## src/rtl/sudoku_pkg.sv

```systemverilog
// Shared constants and types for the sudoku board loader.
//   N_DIM    : rows/columns/digits per board side
//   N_CELLS  : cells per board
//   CELL_W   : one-hot candidate mask width per cell
//   HEX_W    : width of an incoming digit
//   BOARD_W  : width of the assembled board image
//   state_e  : loader FSM states
package sudoku_pkg;

    localparam int N_DIM   = 9;
    localparam int N_CELLS = 81;
    localparam int CELL_W  = 9;
    localparam int HEX_W   = 4;
    localparam int BOARD_W = 729;

    typedef enum logic {
        LOAD = 1'b0,
        FULL = 1'b1
    } state_e;

endpackage

```

## src/rtl/sudoku_hex2bin_loader_hex2bin.sv

```systemverilog
// Combinational digit-to-one-hot candidate encoder.
//   digit_i  : 0 = empty cell, 1..9 = fixed value, 10..15 = illegal
//   onehot_o : 9-bit candidate mask, digit d sets bit d-1
//   err_o    : high for an illegal digit (10..15)
// EMPTY_ALL selects whether an empty cell means "every candidate open"
// (all ones) or "no information" (all zeros).
import sudoku_pkg::*;

module hex2bin #(
    parameter bit EMPTY_ALL = 1'b0
) (
    input  logic [HEX_W-1:0]  digit_i,
    output logic [CELL_W-1:0] onehot_o,
    output logic              err_o
);

    always_comb begin
        onehot_o = '0;
        err_o    = 1'b0;
        if (digit_i == '0) begin
            onehot_o = EMPTY_ALL ? {CELL_W{1'b1}} : {CELL_W{1'b0}};
        end else if (digit_i <= 4'd9) begin
            onehot_o = CELL_W'(1) << (digit_i - 4'd1);
        end else begin
            err_o = 1'b1;
        end
    end

endmodule

```

## src/rtl/sudoku_hex2bin_loader.sv

```systemverilog
// Serial puzzle loader: collects 81 digits (cell 0 first), encodes each to
// a one-hot candidate mask and presents the assembled 729-bit board.
//   clk, rst_n              : clock, asynchronous active-low reset
//   flush                   : synchronous abort of partial or held board
//   digit_valid/digit_ready : input digit handshake, digit_in carries data
//   board_valid/board_ready : output board handshake
//   board_bin               : cell i at bits [i*9+8:i*9]
//   board_err               : held board contained a digit > 9
//   cell_count              : digits accepted for the current board
import sudoku_pkg::*;

module sudoku_hex2bin_loader #(
    parameter int N_CELLS   = 81,
    parameter bit EMPTY_ALL = 1'b0
) (
    input  logic               clk,
    input  logic               rst_n,
    input  logic               flush,
    input  logic               digit_valid,
    output logic               digit_ready,
    input  logic [HEX_W-1:0]   digit_in,
    output logic               board_valid,
    input  logic               board_ready,
    output logic [BOARD_W-1:0] board_bin,
    output logic               board_err,
    output logic [6:0]         cell_count
);

    localparam logic [6:0] LAST_CELL = 7'(N_CELLS - 1);

    state_e             state_q, state_d;
    logic [6:0]         cellCount_q, cellCount_d;
    logic [BOARD_W-1:0] board_q, board_d;
    logic               errAcc_q, errAcc_d;
    logic               boardErr_q, boardErr_d;
    logic               boardValid_q, boardValid_d;
    logic               digitReady_q, digitReady_d;

    logic [CELL_W-1:0]  cellBits;
    logic               cellErr;
    logic               digitAccept;

    hex2bin #(
        .EMPTY_ALL (EMPTY_ALL)
    ) u_hex2bin (
        .digit_i  (digit_in),
        .onehot_o (cellBits),
        .err_o    (cellErr)
    );

    assign digitAccept = digit_valid & digitReady_q;

    // Next-state logic. flush overrides every handshake; the shift register
    // is deliberately never cleared because new digits overwrite it anyway.
    // Handshake outputs are computed one cycle ahead so they come straight
    // from flops.
    always_comb begin
        state_d      = state_q;
        cellCount_d  = cellCount_q;
        board_d      = board_q;
        errAcc_d     = errAcc_q;
        boardErr_d   = boardErr_q;
        boardValid_d = boardValid_q;
        digitReady_d = digitReady_q;

        if (flush) begin
            state_d      = LOAD;
            cellCount_d  = '0;
            errAcc_d     = 1'b0;
            boardErr_d   = 1'b0;
            boardValid_d = 1'b0;
            digitReady_d = 1'b1;
        end else begin
            unique case (state_q)
                LOAD: begin
                    if (digitAccept) begin
                        board_d     = {cellBits, board_q[BOARD_W-1:CELL_W]};
                        cellCount_d = cellCount_q + 7'd1;
                        errAcc_d    = errAcc_q | cellErr;
                        if (cellCount_q == LAST_CELL) begin
                            state_d      = FULL;
                            boardErr_d   = errAcc_q | cellErr;
                            boardValid_d = 1'b1;
                            digitReady_d = 1'b0;
                        end
                    end
                end
                FULL: begin
                    // No same-cycle turnaround: ready only returns next cycle.
                    if (board_ready) begin
                        state_d      = LOAD;
                        cellCount_d  = '0;
                        errAcc_d     = 1'b0;
                        boardValid_d = 1'b0;
                        digitReady_d = 1'b1;
                    end
                end
                default: begin
                    state_d = LOAD;
                end
            endcase
        end
    end

    // State and datapath registers.
    always_ff @(posedge clk or negedge rst_n) begin
        if (!rst_n) begin
            state_q      <= LOAD;
            cellCount_q  <= '0;
            board_q      <= '0;
            errAcc_q     <= 1'b0;
            boardErr_q   <= 1'b0;
            boardValid_q <= 1'b0;
            digitReady_q <= 1'b1;
        end else begin
            state_q      <= state_d;
            cellCount_q  <= cellCount_d;
            board_q      <= board_d;
            errAcc_q     <= errAcc_d;
            boardErr_q   <= boardErr_d;
            boardValid_q <= boardValid_d;
            digitReady_q <= digitReady_d;
        end
    end

    assign digit_ready = digitReady_q;
    assign board_valid = boardValid_q;
    assign board_bin   = board_q;
    assign board_err   = boardErr_q;
    assign cell_count  = cellCount_q;

endmodule

```

## config.mk

```make
export PLATFORM = sky130hd
export DESIGN_NAME = sudoku_hex2bin_loader
export DESIGN_NICKNAME = d
export VERILOG_FILES = /design/src/rtl/sudoku_pkg.sv /design/src/rtl/sudoku_hex2bin_loader_hex2bin.sv /design/src/rtl/sudoku_hex2bin_loader.sv
export SDC_FILE = /design/constraint.sdc
export NUM_CORES = 1
export LEC_CHECK = 0
export ABC_CLOCK_PERIOD_IN_PS = 2200
export BUFFER_PORTS_ARGS = -buffer_cell sky130_fd_sc_hd__buf_2
export CAP_MARGIN = 5
export CELL_PAD_IN_SITES_DETAIL_PLACEMENT = 0
export CELL_PAD_IN_SITES_GLOBAL_PLACEMENT = 1
export CORE_AREA = 2 2 295 297
export CTS_BUF_LIST = sky130_fd_sc_hd__clkbuf_4 sky130_fd_sc_hd__clkbuf_8 sky130_fd_sc_hd__clkbuf_16
export DETAILED_ROUTE_END_ITERATION = 16
export DIE_AREA = 0 0 297 299
export GPL_ROUTABILITY_DRIVEN = 0
export MAX_ROUTING_LAYER = met4
export PLACE_DENSITY = 0.78
export SYNTH_ARGS = -nofsm -noshare
export SYNTH_HDL_FRONTEND = slang
export SYNTH_SLANG_ARGS = --single-unit
```

## constraint.sdc

```tcl
create_clock -name clk -period 2.2 [get_ports clk]
set_input_delay 0.22 -clock clk [delete_from_list [all_inputs] [get_ports clk]]
set_output_delay 0.22 -clock clk [all_outputs]
set_load 0.02 [all_outputs]
```

==> results.rst <==
.. list-table::
   :header-rows: 1

   * - Metric
     - Value
   * - Pins Over Slew Limit
     - 0
   * - Cell chosen for the clock root
     - clkbuf_16
   * - Post-Route WL
     - 91320 microns
   * - Min Tclk post-route
     - 2074 ps
   * - Number of buffers inserted during clock tree synthesis
     - 84
   * - Post-Place Worst Slack
     - 275.1 ps
   * - Clock skew after layout
     - 33.99 ps
   * - Top Family by Delay on Critical Path
     - buffers and inverters
   * - Total iterations of the first detailed-routing run
     - 6
   * - Buffer count from post-CTS setup fixing
     - 0
   * - Ports
     - 748
   * - Setup repair after global routing missed its margin
     - false
   * - Crit-path slowest cell
     - dfstp_2
   * - Setup tns final
     - 0 ps
   * - Die extent in y
     - 299 microns
   * - Slowest Stage Delay on Critical Path
     - 610 ps
   * - Drt first-iter violations
     - 1676
   * - Worst Path Class, Setup
     - register to register
   * - Setup-violating endpoint count in the final report
     - 0
   * - Pin count of the biggest net entering global routing
     - 138
   * - Critical path launch point type
     - register
   * - Portion of netlist area occupied by mux cells
     - 0.07137%
   * - Commonest cells after routing, fill and taps aside
     - nand2_1, buf_2, dfrtp_1
   * - Synthesized area
     - 0.02805 sq mm
   * - Overall fraction of global-route tracks in use
     - 20.76%
   * - Number of cells produced by synthesis
     - 3150
   * - Fraction of synthesized cell area in xor and xnor cells
     - 0.03122%
   * - Register clock-pin slew on the reported worst setup and hold paths
     - 60 ps
   * - Via count of the first global-routing pass
     - 22530
   * - Final net count
     - 3918
   * - H-tree Lvls
     - 3
   * - Share of synthesized area occupied by flip-flops and latches
     - 66.11%
   * - Share of the core filled with cells in the final layout
     - 42.17%
   * - Routed wirelength normalized by instance count
     - 17.83 microns
   * - Data arrival time of the critical path
     - 2640 ps
   * - Buffer and inverter count on the worst path
     - 2
   * - Layout-stage area growth over the synthesis result
     - 29.21%
   * - Half-perimeter wire length of the detailed placement result
     - 66380 microns
   * - Leftover overflow at the end of global routing
     - 0
   * - Area enclosed by the die boundary
     - 0.08880 sq mm
   * - Cell row count
     - 108
   * - Pwr Density
     - 831.3 mW/mm^2
   * - Number of DRC violations after detailed routing
     - 0
   * - Synth warnings
     - 0
   * - Post-layout power
     - 30130 uW
   * - Worst vdd ir
     - 0.5345 mV
   * - Via density per instance
     - 4.504
   * - Post-synthesis compound-gate area fraction
     - 0.6914%
   * - Clock network latency to the later pin of the worst-skew pair
     - 630 ps
   * - Sink Count
     - 741
   * - Number of input and output port buffers inserted
     - 747
   * - Highest net fanout along the worst path
     - 13
   * - Count of endpoints failing hold in the final timing report
     - 0
   * - Most common library cell in the layout ignoring fill and taps
     - nand2_1
   * - Nets in the synthesized netlist
     - 3163
   * - Chain of cells forming the critical path
     - nand4bb_4 -> buf_4 -> o41ai_1 -> dlygate4sd3_1
   * - Crit path setup slack, layout
     - 126.0 ps
   * - Initial antenna violation count
     - 1
   * - Worst Tran Pin Value
     - 741.4 ps
   * - Status
     - finished, final reports clean
   * - Total of fill cells in the finished design
     - 8682
   * - Detailed-route via count
     - 23070
   * - Post-Synth Adder-Cell Area
     - 0.1784%
   * - Simple-gate share of the synthesized area
     - 29.74%
   * - Max-cap violations
     - 0
   * - DRT antenna net count
     - 0
   * - Die span in x
     - 297 microns
   * - First-pass GRT wire length
     - 140500 microns
   * - Combinational family with the most area after synthesis
     - simple AND/OR/NAND/NOR gates
   * - CORE AREA
     - 0.08594 sq mm
   * - TritonCTS clock tree
     - done
   * - Min-delay worst type
     - input port to asynchronous set/reset pin
   * - P_leak
     - 0.02258 uW
   * - WHS
     - 79.88 ps
   * - Area of combinational cells with multiple inputs
     - 0.008636 sq mm
   * - Worst slew margin relative to its limit
     - 50.58%
   * - Average size of a mapped cell
     - 8.905 sq um
   * - Flop and latch count out of synthesis
     - 741
   * - Number of library cell types mapped by synthesis
     - 39
   * - Share of final-layout standard cells stronger than drive strength 1
     - 24.58%
   * - Fin crit share
     - 94.27%
   * - Max frequency
     - 482.2 MHz
   * - Initial Utilization
     - 32.64%
   * - Area taken by flip-flops and latches
     - 0.01854 sq mm
   * - Critical path required time
     - 2760 ps
   * - Maximum number of buffers from clock root to sink
     - 3
   * - CP endpoint kind
     - register
what timing repair did:
item / in CTS / in global routing
resized for setup: 0 / 0
hold endpoints to repair: 284 / 0
endpoints found under the setup margin: 0 / 1
hold buffers: 11 / 0
cells in the mapped netlist, drive strengths merged:
master,count,area (sq um)
or4,3,22.52
xnor2,1,8.760
nand3,4,20.02
a41o,1,10.01
mux2i,2,20.02
o211ai,3,22.52
a31oi,3,18.77
nand2b,3,18.77
or2,1,6.260
dfrtp,740,18520
dfstp,1,26.28
nand2,2179,8179
nand4bb,1,11.26
inv,6,22.52
and4,1,8.760
a211oi,1,7.510
a2111oi,1,8.760
ha,4,50.05
a21o,1,7.510
and4bb,1,12.51
o31ai,3,22.52
or4b,1,10.01
o41ai,3,26.28
o21a,1,7.510
clkbuf,55,214.0
nor4b,1,15.01
nand3b,2,15.01
o21ai,5,25.02
a21boi,1,7.510
a32o,1,10.01
nor2,5,18.77
buf,110,653.1
a21oi,4,20.02
nor3,1,5.000
stage by stage:
stage	instances	instance area, sq um
after floorplan	3150	28050
after global placement	4963	33290
after detailed placement	4963	33290
after CTS	5121	36240
after global routing	5121	36240
final	5122	36240
worst reg2reg max path, stage by stage (launching register included):
cell,delay [ps]
dfstp_2,610
nand4bb_4,240
buf_4,260
o41ai_1,310
dlygate4sd3_1,590
metal layers:
| layer | routed length (microns) | up-vias | track usage, % |
|---|---|---|---|
| met5 | 0 | - | - |
| met3 | 5193 | 178 | 4.202 |
| met2 | 44010 | 658 | 32.88 |
| li1 | - | 11080 | - |
| met4 | 3480 | 0 | 8.249 |
| met1 | 38640 | 11160 | 26.16 |
state kept, by name, indices dropped and copies added (netlist names):
register,cells
board_bin,729
digit_ready,1
board_valid,1
state_q,1
errAcc_q,1
cell_count,7
board_err,1
power by group:
group / internal (uW) / leakage (uW) / switching, uW / total (uW)
Clock: 8470 / 0.00143 / 5760 / 14200
Sequential: 13900 / 0.0103 / 251 / 14100
Combinational: 442 / 0.0108 / 1330 / 1770
Total: 22800 / 0.0226 / 7340 / 30100
final timing paths:
kind,from,to,slack (ps),cells after the start
max reg2reg,digit_ready,board_bin[728],130,4
min in group clk,digit_valid,cell_count[5],170,4
max in group asynchronous,rst_n,board_bin[150],1200,3
min reg2reg,board_bin[0],board_bin[0],470,2
min,rst_n,board_bin[665],80,2
max,digit_ready,board_bin[728],130,4
cell families after synthesis:
family,count (synthesis)
simple gates,2203
flops,741
buf+inv,171
compound gates,28
fa+ha+maj,4
mux,2
xor+xnor,1
final cells by class:
type / instances / area share, %
clock inverter: 24 / 0.8665
antenna: 1 / 0.006904
timing repair buffer: 834 / 13.12
clock buffer: 123 / 6.967
sequential: 741 / 51.17
tap: 1155 / 3.987
inverter: 6 / 0.06214
multi-input combinational: 2238 / 23.83
(Power assumes the default switching activity.)
